**config.mk**
```make
export PLATFORM = sky130hd
export DESIGN_NAME = maquina_lavagem
export DESIGN_NICKNAME = d
export VERILOG_FILES = /design/src/rtl/lavanderia_pkg.sv /design/src/rtl/gerador_tick.sv /design/src/rtl/maquina_lavagem.sv
export SDC_FILE = /design/constraint.sdc
export NUM_CORES = 1
export LEC_CHECK = 0
export BUFFER_PORTS_ARGS = -buffer_cell sky130_fd_sc_hd__buf_2
export CORE_UTILIZATION = 60
export CTS_CLUSTER_SIZE = 20
export DETAILED_ROUTE_END_ITERATION = 8
export GPL_TIMING_DRIVEN = 0
export PLACE_DENSITY = 0.86
export SLEW_MARGIN = 20
export SYNTH_ARGS = -nofsm -noshare
export SYNTH_HDL_FRONTEND = slang
export SYNTH_SLANG_ARGS = --single-unit
```
**constraint.sdc**
```tcl
create_clock -name clk -period 2.4 [get_ports clk]
set_input_delay 0.48 -clock clk [delete_from_list [all_inputs] [get_ports clk]]
set_output_delay 0.48 -clock clk [all_outputs]
set_load 0.03 [all_outputs]
```
**src/rtl/lavanderia_pkg.sv**
```systemverilog
// Shared definitions for the laundry machine: phase codes, wash type
// codes and the per-type phase duration table (in 1 s ticks).
package lavanderia_pkg;

   localparam logic [2:0] LIVRE       = 3'd0;
   localparam logic [2:0] ENCHER      = 3'd1;
   localparam logic [2:0] LAVAR       = 3'd2;
   localparam logic [2:0] ENXAGUAR    = 3'd3;
   localparam logic [2:0] CENTRIFUGAR = 3'd4;
   localparam logic [2:0] FIM         = 3'd5;

   localparam logic [1:0] TIPO_RAPIDA  = 2'b00;
   localparam logic [1:0] TIPO_NORMAL  = 2'b01;
   localparam logic [1:0] TIPO_PESADA  = 2'b10;
   localparam logic [1:0] TIPO_INVALID = 2'b11;

   // Duration of LAVAR/ENXAGUAR/CENTRIFUGAR for a given wash type.
   // ENCHER is the same for every type and comes from a parameter.
   function automatic logic [7:0] dur(input logic [1:0] t,
                                      input logic [2:0] f);
      logic [7:0] d;
      d = 8'd0;
      case (f)
         LAVAR: begin
            case (t)
               TIPO_RAPIDA: d = 8'd10;
               TIPO_NORMAL: d = 8'd20;
               TIPO_PESADA: d = 8'd30;
               default:     d = 8'd0;
            endcase
         end
         ENXAGUAR: begin
            case (t)
               TIPO_RAPIDA: d = 8'd5;
               TIPO_NORMAL: d = 8'd10;
               TIPO_PESADA: d = 8'd15;
               default:     d = 8'd0;
            endcase
         end
         CENTRIFUGAR: begin
            case (t)
               TIPO_RAPIDA: d = 8'd5;
               TIPO_NORMAL: d = 8'd8;
               TIPO_PESADA: d = 8'd12;
               default:     d = 8'd0;
            endcase
         end
         default: d = 8'd0;
      endcase
      return d;
   endfunction

endpackage

```
**src/rtl/gerador_tick.sv**
```systemverilog
// Prescaler producing a 1-cycle tick every TICK_DIV clocks.
// Ports: clk, reset (async active-low), clr (restart at 0),
// freeze (only with LAVANDERIA_PAUSA_EN: hold count), tick (out).
module gerador_tick #(
   parameter int TICK_DIV = 50_000_000
) (
   input  logic clk,
   input  logic reset,
   input  logic clr,
`ifdef LAVANDERIA_PAUSA_EN
   input  logic freeze,
`endif
   output logic tick
);

   localparam int CW = (TICK_DIV > 1) ? $clog2(TICK_DIV) : 1;
   localparam logic [CW-1:0] CNT_MAX = CW'(TICK_DIV - 1);

   logic [CW-1:0] cnt_q;
   logic [CW-1:0] cnt_d;
   logic          hold;

`ifdef LAVANDERIA_PAUSA_EN
   assign hold = freeze;
`else
   assign hold = 1'b0;
`endif

   always_comb begin
      cnt_d = cnt_q;
      tick  = 1'b0;
      if (clr) begin
         cnt_d = '0;
      end else if (!hold) begin
         if (cnt_q == CNT_MAX) begin
            cnt_d = '0;
            tick  = 1'b1;
         end else begin
            cnt_d = cnt_q + CW'(1);
         end
      end
   end

   always_ff @(posedge clk or negedge reset) begin
      if (!reset) begin
         cnt_q <= '0;
      end else begin
         cnt_q <= cnt_d;
      end
   end

endmodule

```
**src/rtl/maquina_lavagem.sv**
```systemverilog
// Washing machine responder: accepts a release request and runs the
// timed cycle ENCHER->LAVAR->ENXAGUAR->CENTRIFUGAR->FIM.
// Ports: clk, reset (async active-low), libera, tipo[1:0], cancela in;
// aceito, erro, fim pulses, ocupada, fase[2:0], tempo_restante[7:0] out.
// LAVANDERIA_PAUSA_EN adds porta_aberta (in) and pausada (out).
module maquina_lavagem
   import lavanderia_pkg::*;
#(
   parameter int TICK_DIV = 50_000_000,
   parameter int T_ENCHER = 4
) (
   input  logic       clk,
   input  logic       reset,
   input  logic       libera,
   input  logic [1:0] tipo,
   input  logic       cancela,
`ifdef LAVANDERIA_PAUSA_EN
   input  logic       porta_aberta,
   output logic       pausada,
`endif
   output logic       aceito,
   output logic       erro,
   output logic       ocupada,
   output logic       fim,
   output logic [2:0] fase,
   output logic [7:0] tempo_restante
);

   logic [2:0] fase_q, fase_d;
   logic [1:0] tipo_q, tipo_d;
   logic [7:0] tempo_q, tempo_d;
   logic       aceito_q, aceito_d;
   logic       erro_q, erro_d;
   logic       fim_q, fim_d;
   logic       clr;
   logic       tick;
   logic       porta;
   logic       ativo;
   logic [2:0] prox;

`ifdef LAVANDERIA_PAUSA_EN
   assign porta = porta_aberta;
`else
   assign porta = 1'b0;
`endif

   assign ativo = (fase_q >= ENCHER) && (fase_q <= CENTRIFUGAR);
   assign prox  = fase_q + 3'd1;

   gerador_tick #(
      .TICK_DIV (TICK_DIV)
   ) u_tick (
      .clk    (clk),
      .reset  (reset),
      .clr    (clr),
`ifdef LAVANDERIA_PAUSA_EN
      .freeze (ativo && porta),
`endif
      .tick   (tick)
   );

   always_comb begin
      fase_d   = fase_q;
      tipo_d   = tipo_q;
      tempo_d  = tempo_q;
      aceito_d = 1'b0;
      erro_d   = 1'b0;
      fim_d    = 1'b0;
      clr      = 1'b0;
      case (fase_q)
         LIVRE: begin
            // Prescaler held at 0 so ENCHER starts on a full tick.
            clr = 1'b1;
            if (libera && !porta) begin
               if (tipo == TIPO_INVALID) begin
                  erro_d = 1'b1;
               end else begin
                  tipo_d   = tipo;
                  fase_d   = ENCHER;
                  tempo_d  = 8'(T_ENCHER);
                  aceito_d = 1'b1;
               end
            end
         end
         ENCHER, LAVAR, ENXAGUAR, CENTRIFUGAR: begin
            if (cancela) begin
               fase_d  = FIM;
               tempo_d = 8'd0;
               fim_d   = 1'b1;
               clr     = 1'b1;
            end else if (tick) begin
               if (tempo_q == 8'd1) begin
                  fase_d = prox;
                  if (prox == FIM) begin
                     tempo_d = 8'd0;
                     fim_d   = 1'b1;
                  end else begin
                     tempo_d = dur(tipo_q, prox);
                  end
               end else begin
                  tempo_d = tempo_q - 8'd1;
               end
            end
         end
         FIM: begin
            fase_d  = LIVRE;
            tempo_d = 8'd0;
            clr     = 1'b1;
         end
         default: begin
            fase_d  = LIVRE;
            tempo_d = 8'd0;
            clr     = 1'b1;
         end
      endcase
   end

   always_ff @(posedge clk or negedge reset) begin
      if (!reset) begin
         fase_q   <= LIVRE;
         tipo_q   <= TIPO_RAPIDA;
         tempo_q  <= 8'd0;
         aceito_q <= 1'b0;
         erro_q   <= 1'b0;
         fim_q    <= 1'b0;
      end else begin
         fase_q   <= fase_d;
         tipo_q   <= tipo_d;
         tempo_q  <= tempo_d;
         aceito_q <= aceito_d;
         erro_q   <= erro_d;
         fim_q    <= fim_d;
      end
   end

   assign fase           = fase_q;
   assign tempo_restante = tempo_q;
   assign aceito         = aceito_q;
   assign erro           = erro_q;
   assign fim            = fim_q;
   assign ocupada        = (fase_q != LIVRE);

`ifdef LAVANDERIA_PAUSA_EN
   assign pausada = ativo && porta;
`endif

endmodule

```
# After elaboration in Yosys (flattened, before gate mapping)
# Cells that the tools add are included.
# totals
regBits	42
input_bits	6
# classes
addsub	3
n_eq_ne	17
mux	34
bitwise_logic	1
n_reduce_logical	7
# ops
cell	count
2-to-1 mux 26 bit	2
2-to-1 mux 8 bit	6
adder 26 x 1 -> 26 bit, second input constant	1
== test 26 bit, second input constant	1
one-hot mux 4 bit (3 select lines)	2
one-hot mux 8 bit (3 select lines)	1
one-hot mux 8 bit (2 select lines)	1
2-to-1 mux 1 bit	15
2-to-1 mux 3 bit	5
one-hot mux 5 bit (3 select lines)	1
== test 3 x 2 -> 1 bit, second input constant	4
== test 3 bit, second input constant	3
== test 8 x 1 -> 1 bit, second input constant	1
subtractor 8 x 1 -> 8 bit, second input constant	1
!= test 3 bit, second input constant	2
one-hot mux 3 bit (2 select lines)	1
AND reduction 3 bit	2
== test 2 bit, second input constant	2
!= test 2 bit, second input constant	2
AND reduction 4 bit	1
OR reduction 4 bit	1
adder 3 x 1 -> 3 bit, second input constant	1
== test 3 x 1 -> 1 bit, second input constant	1
zero test 3 bit	1
4 further kinds	4

# Logic depth before layout (Yosys ltp)
# depth
word_depth	8
ltp_mapped	9
ltp_nobuf	9

# Hierarchy
# Synthesis repeated with hierarchy kept, for this count alone.
# unflattened
hier_cells	273
area_unflattened_um2	2591.2
# modules_own_cells
module	n_inst	cells_each	area_each_um2	seq_area_each_um2
gerador_tick	1	139	1345.0	650.6
maquina_lavagem	1	134	1246.2	400.4

# Least setup slack after synthesis
# OpenSTA, ideal clock, no wires.
# synth_timing
path_type	register to register
startpoint	register fase_q[0], in the netlist fase[0]
endpoint	register tempo_q[4], in the netlist tempo_restante[4]
setup_time_ns	0.126
arrival_time_ns	2.237
required_ns	2.274
slack_ns	0.037
stages_incl_launch_ff	9
synth_period_minus_slack_ns	2.363
cell_sequence	dfrtp_1 > inv_1 > ha_1 > nor4_1 > a211o_1 > clkbuf_1 > nor3b_1 > o21a_1 > a221o_1
# synth_between
elab_chain_cells	8
word_cells_on_any_way	23
# synth_lines
element	line_no	rtl
from (decl)	maquina_lavagem.sv:29	logic [2:0] fase_q, fase_d;
from (signal assigned)	maquina_lavagem.sv:127	fase_q <= fase_d;
adder 3 x 1 -> 3 bit	maquina_lavagem.sv:48	assign prox = fase_q + 3'd1;
== test 3 bit or == test 3 x 2 -> 1 bit (tied branches)	lavanderia_pkg.sv:23	case (f)
one-hot mux 8 bit (3 select lines)	lavanderia_pkg.sv:23	
2-to-1 mux 8 bit	maquina_lavagem.sv:94	if (prox == FIM) begin
2-to-1 mux 8 bit	maquina_lavagem.sv:92	if (tempo_q == 8'd1) begin
2-to-1 mux 8 bit	maquina_lavagem.sv:91	end else if (tick) begin
2-to-1 mux 8 bit	maquina_lavagem.sv:86	if (cancela) begin
one-hot mux 8 bit (2 select lines)	maquina_lavagem.sv:70	case (fase_q)
to (signal assigned)	maquina_lavagem.sv:129	tempo_q <= tempo_d;
to (decl)	maquina_lavagem.sv:31	logic [7:0] tempo_q, tempo_d;
# Several ways; a longest one is shown, not always the timed one. The select of a mux whose other input is x is not followed.
# A chain may end at the register's enable or synchronous reset.

# Worst setup path in the final report
# layout_timing
startpoint	register tempo_q[3], in the netlist tempo_restante[3]
endpoint	register fase_q[0], in the netlist fase[0]
# layout_between
elab_chain_cells	3
# layout_lines
element	line_no
== test 8 x 1 -> 1 bit	maquina_lavagem.sv:92
!= test 3 bit (no source line)	n/a
AND reduction 4 bit (no source line)	n/a
# Every way passes these cells.

==> results.md <==
- Status: finished, final reports clean
- Worst-skew pair later-pin latency: 0.29 ns
- Crit path max-delay cell type: or4_1
- Worst hold-check path type: in -> async
- Die Ht: 67.8 µm
- WS Path Type: reg -> reg
- Vias: 2,206
- Hold-fix buffers, CTS: 0
- Clock Skews: 0.00369 ns
- Nets: 327
- Synth Net Count: 298
- Final Power: 2.55 mW
- Register area share after synthesis: 0.404
- Clk buf depth: 2
- GPL Wtd Cong: 0.894
- Die footprint: 4600 µm²
- Yosys warning total: 0
- H-tree levels: 2
- Synth Instances: 279
- Sequential cell area: 1050 µm²
- Vias in the first global route: 2,084
- Max-Cap Viols: 0
- Critical Path Start Type: flop
- First-pass GRT wire length: 9.47 mm
- FMAX: 424 MHz
- Final Max Slew Viols: 0
- Drc violations: 0
- Worst setup EP type: flop
- PortBufs: 20
- CP bufs+invs: 1
- Avg WL per Cell: 15.7 µm
- Detailed placer's ending HPWL: 3.90 mm
- Max-slew headroom: 0.389
- Share of the synthesized area in the top cell type: 0.404
- Hold WS: 0.315 ns
- Ys async rst share: 1.00
- Final wirelength: 5.64 mm
- CP Cell Sequence: or4_1 > buf_4 > nor4_4 > nand3_2 > mux2_1 > a222oi_1
- Diodes inserted: 0
- VDD IR max: 0.000559 V
- Die X: 67.8 µm
- Distinct cell type count after synthesis: 52
- Slew @ Worst Pin: 0.916 ns
- Final core utilization: 0.721
- Area growth syn-to-layout: 13.3%
- RSZ-0062 raised after global routing: true
- Placed standard-cell area: 2760 µm²
- Router iterations before antenna repair: 4
- Final instance area: 2950 µm²
- Core box area: 4090 µm²
- Root Driver: clkbuf_8
- DR iter-0 viols: 139
- Hold Vio Cnt, Final: 0
- Cell Pwr Density: 867 nW/µm²
- Initial antenna violation count: 0
- Flops & latches, synth: 42
- # fillers: 312
- Largest stage delay, worst path: 0.54 ns
- Layout cells sized above 1: 0.178
- Synth Cell Area: 2600 µm²
- GRT overflow: 0
- Post-detailed-route count of antenna-violating nets: 0
- I/O Pins: 21
- Area of the multi-input gates: 1450 µm²
- Worst EP arrival: 2.54 ns
- Clk sinks: 42
- Top delay family on crit path: simple AND/OR/NAND/NOR gates
- Commonest non-fill, non-tap cell in the layout: dfrtp_1
- Post-route clock period utilization: 0.983
- Top_reg_cell synth: dfrtp_1
- Post-synth EDFFs: 0
- Required time worst endpoint: 2.58 ns
- Avg Synthesized Cell Area: 9.32 µm²
- Finish-stage setup viols: 0
- Period minus WS final: 2.36 ns
- Leakage: 1.25 nW
- Starting Density: 0.637
- Largest net degree at the start of global routing: 43
- Crit path max fanout: 6
- Most frequent cells in the layout: dfrtp_1, nor2_1, buf_2
- Area leader, netlist: dfrtp_1
- Cell Rows: 23
- Clk pin slew, worst setup/hold paths: 0.08 ns
- Number of vias per cell: 6.14
- CTS tree: done
- Total GRT Usage: 0.278
- Total clock buffers created by CTS: 5
- Synth area leaders: dfrtp_1, ha_1, nor2_1
-- flip-flops by register name, summed over array words and instances, names as in the netlist --
register,count
fase,3
tempo_restante,8
fim,1
u_tick.cnt_q,26
aceito,1
tipo_q,2
erro,1
-- cells by family after synthesis --
group           after synthesis  share of synthesized area
buf+inv                      25                     0.0447
mux                           6                     0.0236
flops                        42                      0.404
compound gates               51                      0.128
simple gates                121                      0.266
xor+xnor                     21                     0.0707
fa+ha+maj                    13                     0.0625
-- through the flow --
step,std cells,TNS (ns),setup WS [ns]
final,359,0,0.0416
after global routing,359,-0.0428,-0.0244
after CTS,357,0,0.00178
after detailed placement,349,-3.03,-0.148
after global placement,349,-2.34,-0.107
after floorplan,279,0,0.0369
-- worst paths after layout --
check,depth (start not counted),slack (ns),startpoint,endpoint
worst min register to register,1,0.48,u_tick.cnt_q[0]$_DFF_PN0_,u_tick.cnt_q[0]$_DFF_PN0_
worst max register to register,6,0.04,tempo_restante[3]$_DFFE_PN0P_,fase[0]$_DFFE_PN0P_
max in group asynchronous,1,1.47,reset,fase[0]$_DFFE_PN0P_
worst min-delay path,1,0.31,reset,u_tick.cnt_q[13]$_DFF_PN0_
min in group clk,2,0.39,tipo[0],aceito$_DFF_PN0_
worst max-delay path,6,0.04,tempo_restante[3]$_DFFE_PN0P_,fase[0]$_DFFE_PN0P_
-- report_power, final --
part	switching, mW	internal, mW
Sequential	0.0578	0.783
Clock	0.239	0.444
Combinational	0.665	0.366
Total	0.962	1.59
-- worst register-to-register path, delay by kind of cell (launching register included) --
| family | cells | cell delay (ns) |
|---|---|---|
| buf+inv | 1 | 0.18 |
| simple gates | 3 | 1.02 |
| compound gates | 1 | 0.25 |
| mux | 1 | 0.35 |
| flops | 1 | 0.44 |
-- synthesized netlist by cell type (all sizes together) (2+ instances only) --
library cell,n
a211oi,2
a21o,2
a21oi,13
a221o,2
a31oi,4
and2,3
and3,3
and4,3
buf,7
clkbuf,3
dfrtp,42
ha,13
inv,15
mux2i,5
nand2,14
nand3,14
nand4,9
nor2,35
nor2b,3
nor3,11
nor4,8
o211ai,2
o21a,2
o21ai,13
o221ai,2
o41ai,3
or3,8
or4,3
xnor2,14
xor2,7
-- final cells by class --
class / instances / share of cell area
Buffer: 10 / 0.0225
Clock buffer: 6 / 0.0280
Clock inverter: 2 / 0.0204
Inverter: 15 / 0.0191
Multi-Input combinational cell: 212 / 0.493
Sequential cell: 42 / 0.357
Tap cell: 50 / 0.0212
Timing Repair Buffer: 22 / 0.0390
-- what timing repair did --
item | CTS | global route
buffers inserted | 0 | 2
resized for setup | 1 | 9
endpoints found under the setup margin | 24 | 32
pin swaps | 0 | 1
-- routing by layer --
layer | vias to the layer above | track usage | part of all wire
met5 | - | 0 | 0
met4 | 0 | 0.115 | 0.015
met3 | 12 | 0.0550 | 0.047
met2 | 60 | 0.459 | 0.50
met1 | 1070 | 0.354 | 0.44
li1 | 1064 | - | -
Power figures use the tool's default switching activity.
